`config.mk`:
```
export PLATFORM = sky130hd
export DESIGN_NAME = hif_queue_sched
export DESIGN_NICKNAME = d
export VERILOG_FILES = /design/src/rtl/hif_pkg.sv /design/src/rtl/hif_ptr_wrap.sv /design/src/rtl/hif_queue_sched.sv
export SDC_FILE = /design/constraint.sdc
export NUM_CORES = 1
export LEC_CHECK = 0
export BUFFER_PORTS_ARGS = -buffer_cell sky130_fd_sc_hd__buf_2
export CORE_MARGIN = 10
export CORE_UTILIZATION = 50
export DETAILED_ROUTE_END_ITERATION = 10
export PLACE_DENSITY_LB_ADDON = 0.15
export SLEW_MARGIN = 25
export SYNTH_ARGS = -nofsm -noshare
export SYNTH_HDL_FRONTEND = slang
export SYNTH_SLANG_ARGS = --single-unit
```
`constraint.sdc`:
```
create_clock -name clk -period 1.93 [get_ports clk]
set_input_delay 0.193 -clock clk [delete_from_list [all_inputs] [get_ports clk]]
set_output_delay 0.193 -clock clk [all_outputs]
set_load 0.01 [all_outputs]
```
`src/rtl/hif_pkg.sv`:
```
// Shared constants and FSM state type for the high-frequency sample queue
// scheduler (hif_queue_sched and its pointer-wrap helper).
package hif_pkg;

    localparam int HIF_DEPTH = 1536;
    localparam int HIF_TAPS  = 1021;
    localparam int HIF_PTR_W = 11;

    typedef enum logic [1:0] {
        IDLE  = 2'd0,
        BURST = 2'd1,
        DRAIN = 2'd2
    } hif_sched_state_t;

endpackage

```
`src/rtl/hif_ptr_wrap.sv`:
```
// Modular pointer arithmetic on DEPTH: result = (ptr + k) mod DEPTH, or
// (ptr - k) mod DEPTH when sub is set. Both operands must already be below
// DEPTH (k may equal DEPTH-1 at most), so one conditional correction suffices.
module hif_ptr_wrap
    import hif_pkg::*;
#(
    parameter int DEPTH = HIF_DEPTH,
    parameter int PTR_W = HIF_PTR_W
) (
    input  logic [PTR_W-1:0] ptr,
    input  logic [PTR_W-1:0] k,
    input  logic             sub,
    output logic [PTR_W-1:0] result
);

    // One extra bit so ptr + k and ptr + DEPTH - k never overflow.
    localparam logic [PTR_W:0] DEPTH_X = (PTR_W + 1)'(DEPTH);

    logic [PTR_W:0] ptr_x;
    logic [PTR_W:0] k_x;
    logic [PTR_W:0] sum_x;
    logic [PTR_W:0] diff_x;

    // Wrap the sum or difference back into 0..DEPTH-1.
    always_comb begin
        ptr_x = {1'b0, ptr};
        k_x   = {1'b0, k};
        sum_x = ptr_x + k_x;
        if (sum_x >= DEPTH_X) begin
            sum_x = sum_x - DEPTH_X;
        end
        if (ptr_x >= k_x) begin
            diff_x = ptr_x - k_x;
        end else begin
            diff_x = ptr_x + DEPTH_X - k_x;
        end
        result = sub ? diff_x[PTR_W-1:0] : sum_x[PTR_W-1:0];
    end

endmodule

```
`src/rtl/hif_queue_sched.sv`:
```
// Queue RAM sequencer for the FIR stage: write addressing, fill tracking and
// burst read/coefficient addressing with MAC strobes.
// Optional feature macro: HIF_START_PEND_EN -- when defined, a start request
// arriving while a burst is busy is held in a 1-deep pending slot; otherwise
// such a request is dropped and flagged in overrun.
// Note: rst_n is an active-high synchronous reset despite its name.
// Read-side handshake: there is no back-pressure. raddr is valid while
// sequencing is high; the RAM returns rdata one cycle later, and mac_en /
// mac_clr / mac_last are aligned with that rdata, not with raddr.
module hif_queue_sched
    import hif_pkg::*;
#(
    parameter int DEPTH = HIF_DEPTH,
    parameter int TAPS  = HIF_TAPS,
    parameter int PTR_W = HIF_PTR_W
) (
    input  logic             clk,
    input  logic             rst_n,
    input  logic             valid_rise,
    output logic             wr_en,
    output logic [PTR_W-1:0] waddr,
    output logic [PTR_W-1:0] raddr,
    output logic [PTR_W-1:0] coeff_addr,
    output logic             mac_clr,
    output logic             mac_en,
    output logic             mac_last,
    output logic             sequencing,
    output logic             primed,
    output logic             overrun,
    output hif_sched_state_t state_dbg
);

    localparam logic [PTR_W-1:0] ONE       = PTR_W'(1);
    localparam logic [PTR_W-1:0] TAPS_LAST = PTR_W'(TAPS - 1);
    localparam logic [PTR_W-1:0] TAPS_FULL = PTR_W'(TAPS);

    hif_sched_state_t state_q;
    hif_sched_state_t state_nxt;

    logic [PTR_W-1:0] wptr_q;
    logic [PTR_W-1:0] wptr_inc;
    logic [PTR_W-1:0] fill_q;
    logic [PTR_W-1:0] raddr_q;
    logic [PTR_W-1:0] raddr_nxt;
    logic [PTR_W-1:0] raddr_inc;
    logic [PTR_W-1:0] coeff_q;
    logic [PTR_W-1:0] coeff_nxt;
    logic [PTR_W-1:0] start_addr;
    logic             start_req;
    logic             primed_w;
    logic             pend_q;
    logic [PTR_W-1:0] pend_addr_q;
    logic             lost_req;
    logic             ovr_q;
    logic             mac_en_q;
    logic             mac_clr_q;

    // Next write pointer.
    hif_ptr_wrap #(.DEPTH(DEPTH), .PTR_W(PTR_W)) u_wptr_wrap (
        .ptr    (wptr_q),
        .k      (ONE),
        .sub    (1'b0),
        .result (wptr_inc)
    );

    // Next read address within a burst.
    hif_ptr_wrap #(.DEPTH(DEPTH), .PTR_W(PTR_W)) u_raddr_wrap (
        .ptr    (raddr_q),
        .k      (ONE),
        .sub    (1'b0),
        .result (raddr_inc)
    );

    // Oldest tap of the window whose newest tap is the sample being written.
    hif_ptr_wrap #(.DEPTH(DEPTH), .PTR_W(PTR_W)) u_start_wrap (
        .ptr    (wptr_q),
        .k      (TAPS_LAST),
        .sub    (1'b1),
        .result (start_addr)
    );

    assign primed_w  = (fill_q == TAPS_FULL);
    // The strobe that brings fill to TAPS already completes a full window.
    assign start_req = valid_rise && ((fill_q == TAPS_LAST) || primed_w);

    // Write pointer and saturating fill counter advance on every sample.
    always_ff @(posedge clk) begin
        if (rst_n) begin
            wptr_q <= '0;
            fill_q <= '0;
        end else if (valid_rise) begin
            wptr_q <= wptr_inc;
            if (fill_q != TAPS_FULL) begin
                fill_q <= fill_q + ONE;
            end
        end
    end

`ifdef HIF_START_PEND_EN
    logic pend_take;
    logic busy;

    // The slot frees in the cycle its request is launched into BURST, so a
    // request in that same cycle can refill it.
    assign pend_take = pend_q && ((state_q == IDLE) || (state_q == DRAIN));
    assign busy      = (state_q != IDLE) || pend_q;
    assign lost_req  = start_req && pend_q && !pend_take;

    // Pending start slot: capture a busy-time request with its start address.
    always_ff @(posedge clk) begin
        if (rst_n) begin
            pend_q      <= 1'b0;
            pend_addr_q <= '0;
        end else if (start_req && busy && (!pend_q || pend_take)) begin
            pend_q      <= 1'b1;
            pend_addr_q <= start_addr;
        end else if (pend_take) begin
            pend_q <= 1'b0;
        end
    end
`else
    assign pend_q      = 1'b0;
    assign pend_addr_q = '0;
    assign lost_req    = start_req && (state_q != IDLE);
`endif

    // Sticky overrun: any start request that could not be honoured.
    always_ff @(posedge clk) begin
        if (rst_n) begin
            ovr_q <= 1'b0;
        end else if (lost_req) begin
            ovr_q <= 1'b1;
        end
    end

    // Scheduler next state and read-side addressing.
    always_comb begin
        state_nxt = state_q;
        raddr_nxt = raddr_q;
        coeff_nxt = coeff_q;
        case (state_q)
            IDLE: begin
                if (pend_q) begin
                    state_nxt = BURST;
                    raddr_nxt = pend_addr_q;
                    coeff_nxt = '0;
                end else if (start_req) begin
                    state_nxt = BURST;
                    raddr_nxt = start_addr;
                    coeff_nxt = '0;
                end
            end
            BURST: begin
                if (coeff_q == TAPS_LAST) begin
                    state_nxt = DRAIN;
                    coeff_nxt = '0;
                end else begin
                    raddr_nxt = raddr_inc;
                    coeff_nxt = coeff_q + ONE;
                end
            end
            DRAIN: begin
                if (pend_q) begin
                    state_nxt = BURST;
                    raddr_nxt = pend_addr_q;
                    coeff_nxt = '0;
                end else begin
                    state_nxt = IDLE;
                end
            end
            default: begin
                state_nxt = IDLE;
                coeff_nxt = '0;
            end
        endcase
    end

    // State register, read addresses and MAC strobes delayed by the RAM latency.
    always_ff @(posedge clk) begin
        if (rst_n) begin
            state_q   <= IDLE;
            raddr_q   <= '0;
            coeff_q   <= '0;
            mac_en_q  <= 1'b0;
            mac_clr_q <= 1'b0;
        end else begin
            state_q   <= state_nxt;
            raddr_q   <= raddr_nxt;
            coeff_q   <= coeff_nxt;
            mac_en_q  <= (state_q == BURST);
            mac_clr_q <= (state_q == BURST) && (coeff_q == '0);
        end
    end

    assign wr_en      = valid_rise;
    assign waddr      = wptr_q;
    assign raddr      = raddr_q;
    assign coeff_addr = coeff_q;
    assign mac_clr    = mac_clr_q;
    assign mac_en     = mac_en_q;
    assign mac_last   = (state_q == DRAIN);
    assign sequencing = (state_q == BURST);
    assign primed     = primed_w;
    assign overrun    = ovr_q;
    assign state_dbg  = state_q;

endmodule

```
==> results.toml <==
[status]
status = "completed"

[power]
power_frac_clock_pct = 35.1
ir_drop_mv = 0.375
power_mw = 1.76
p_sw_mw = 0.414
p_leak_nw = 1.49
comb_power_share_pct = 6.2
sequentialPowerShare_pct = 58.7
powerDensity_nw_per_um2 = 498
p_sw_share_pct = 23.6
p_int_mw = 1.34

[sta]
fin_crit_sh_pct = 97.2
relSlewSlack_pct = 73.2
fin_hold_ws_ns = 0.318
skew_ns = 0.00957
rsz0062_at_grt = "true"
hold_viol = 0
fmax_mhz = 533
period_needed_ns = 1.88
tightest_slew_ns = 0.397
finalSetupViolCount = 0
finalMaxSlewViolations = 0
finalSetupTns_ns = 0

[yosys]
synth_top_cell_by_area = "dfxtp_1"
synth-edff-count = 0
synth_nets = 347
yosys-top-cells-area = "dfxtp_1 36%, xor2_1 6.7%, nor2_1 5.6%"
synth_top_area_share_pct = 35.7
synth_ff_type = "dfxtp_1"
ys_seq_elements = 49
synth.most_common_cell = "dfxtp_1"
ys_types = 53
yosys_warnings = 0
synth_cells = 334
async_reset_ff_share_pct = 0
seq_area_frac_synth_pct = 35.7
yosys-top-cells-count = "49 x dfxtp_1, 41 x nor2_1, 30 x nand2_1"
syn-cell-area_um2 = 2750
syn_area_per_cell_um2 = 8.23

[detailed_routing]
drc = 0
drt-pass1-iter-count = 4
drt_iter0_markers = 130
routed-via-count = 2711
routedWlPerCell_um = 14.6
final_antenna_net_count = 0
wirelength_um = 7170
via_per_inst = 5.53

[die]
die_area_um2 = 8860
core_area_um2 = 5200
initial_core_util_pct = 52.8
ioPinCount = 45
rows = 26
die-width_um = 94.1
die_h_um = 94.1

[global_route]
grt_pass1_wl_um = 11800
top_usage_layer = "met2"
grt_antenna_before_repair = 0
grt_remaining_overflow = 0
met3_usage_pct = 3.84
grtUsageMet2_pct = 25.4
track_usage_pct = 15.8
grt_max_degree = 33
met1_usage_pct = 20.4
grt_pass1_vias = 2491

[cts]
clk_transition_reported_paths_ns = 0.09
cts-root-buf = "clkbuf_8"
cts.sinks = 49
cts_tree = "built"
clk_latency_ns = 0.30
cts_inserted_buffers = 5
postCtsHoldBufs = 0
clk_path_buf_depth = 2
htreeDepth = 2

[critical_path]
cp_max_fo = 5
cp-end-kind = "flop"
required_ns = 2.12
critPathLaunchType = "flop"
worst_ep_arrival_time_ns = 2.07
path_class = "flop to flop"
cp_cell_sequence = "nand2_2 > or4_4 > o41ai_4 > buf_6 > nand2_1 > a32o_2"
crit_path_max_incr_delay_ns = 0.55
crit_slowest_cell = "or4_4"

[min_path]
min_path_type = "input port to flop"

[layout]
final_cells = 490
regArea_um2 = 991
multiInputGateArea_um2 = 1690
syn2layout_area_growth_pct = 28.4
utilization_pct = 67.8
diodes = 0
final_nets = 433
nFillCells = 457
drive_gt1_share_pct = 32.1

[placed_design]
hpwl_um = 5230
gp_congestion = 0.895
place_inst = 477
port_buffers = 44

[run]
cap_violations = 0
-- final cells by class --
class,count,area share (%)
sequential,49,28.1
tap,70,2.48
clock buffer,6,2.34
multi-input combinational,254,47.9
inverter,14,1.49
timing repair buffer,96,17.5
clock inverter,1,0.213
-- per-stage QoR --
stage                     cell area (µm²)  worst slack (ns)
after floorplan                      2750           0.00271
after global placement               3320           -0.0158
after detailed placement             3320           -0.0754
after CTS                            3420            0.0143
after global routing                 3530           -0.0302
final                                3530            0.0537
-- critical path, delay by kind of cell (launching register included) --
family | cells | cell delay [ns]
compound gates | 2 | 0.58
flops | 1 | 0.34
buf+inv | 1 | 0.18
simple gates | 3 | 0.67
-- timing repair --
| item | CTS | global route |
|---|---|---|
| gates resized for setup | 3 | 25 |
| pin swaps | 0 | 12 |
| setup endpoints to repair | 9 | 21 |
| buffers inserted | 0 | 6 |
| gates cloned | 0 | 1 |
| hold endpoints to repair | 0 | 0 |
-- final timing paths --
path                  start        to  slack (ns)  cells past startpoint
hold reg to reg     overrun   overrun        0.48                      2
setup reg to reg  fill_q[8]  raddr[8]        0.05                      6
setup / recovery  fill_q[8]  raddr[8]        0.05                      6
hold / removal        rst_n  raddr[9]        0.32                      4
-- cell usage in the layout, fill, tap and decap left out, types with 4 or more instances in the layout --
cell type  synthesis  layout
buf_4              1      50
o21ai_0           20      18
xnor2_1           11      11
and3_1             5       5
inv_1             14      11
dfxtp_2            0       8
xor2_1            21      21
o21ai_1            4       4
nor2_1            41      41
buf_2              1      44
o211ai_1           5       5
nand4_1            9       9
nand3_1           15      15
nand2_1           30      29
a31oi_1            5       5
nor3_1            10      10
ha_1              10       9
a21oi_1           15      14
clkbuf_8           0       6
or3_1              5       5
or4_1              5       4
dfxtp_1           49      41
-- routing by layer --
metal / up-vias / wire, µm
li1: 1357 / -
met1: 1263 / 3280
met2: 85 / 3340
met3: 6 / 491
met4: 0 / 56
met5: - / 0
-- power groups by stage --
stage	logic [mW]	clock network, mW	registers [mW]
2_1_floorplan	0.0617	0	1.06
6_report	0.108	0.617	1.03
4_1_cts	0.107	0.634	1.03
5_1_grt	0.122	0.670	1.03
3_5_place_dp	0.106	0	1.05
3_3_place_gp	0.105	0	1.05
-- state kept, by name (all words and copies together), names as in the netlist --
| signal | count |
|---|---|
| raddr | 11 |
| overrun | 1 |
| mac_en | 1 |
| state_dbg | 2 |
| waddr | 11 |
| fill_q | 11 |
| mac_clr | 1 |
| coeff_addr | 11 |
-- logic make-up (layout without fill, tap and decap cells) --
family,count (synthesis),in the layout,synth area share [%]
AOI/OAI and AO/OA,70,70,18.3
and+or+nand+nor,141,141,26.0
adders and majority gates,10,10,4.55
DFF,49,49,35.7
muxes,1,1,0.364
buffers and inverters,31,117,4.96
xor gates and xnor gates,32,32,10.2
No activity file was read; power rests on OpenSTA's default activity.
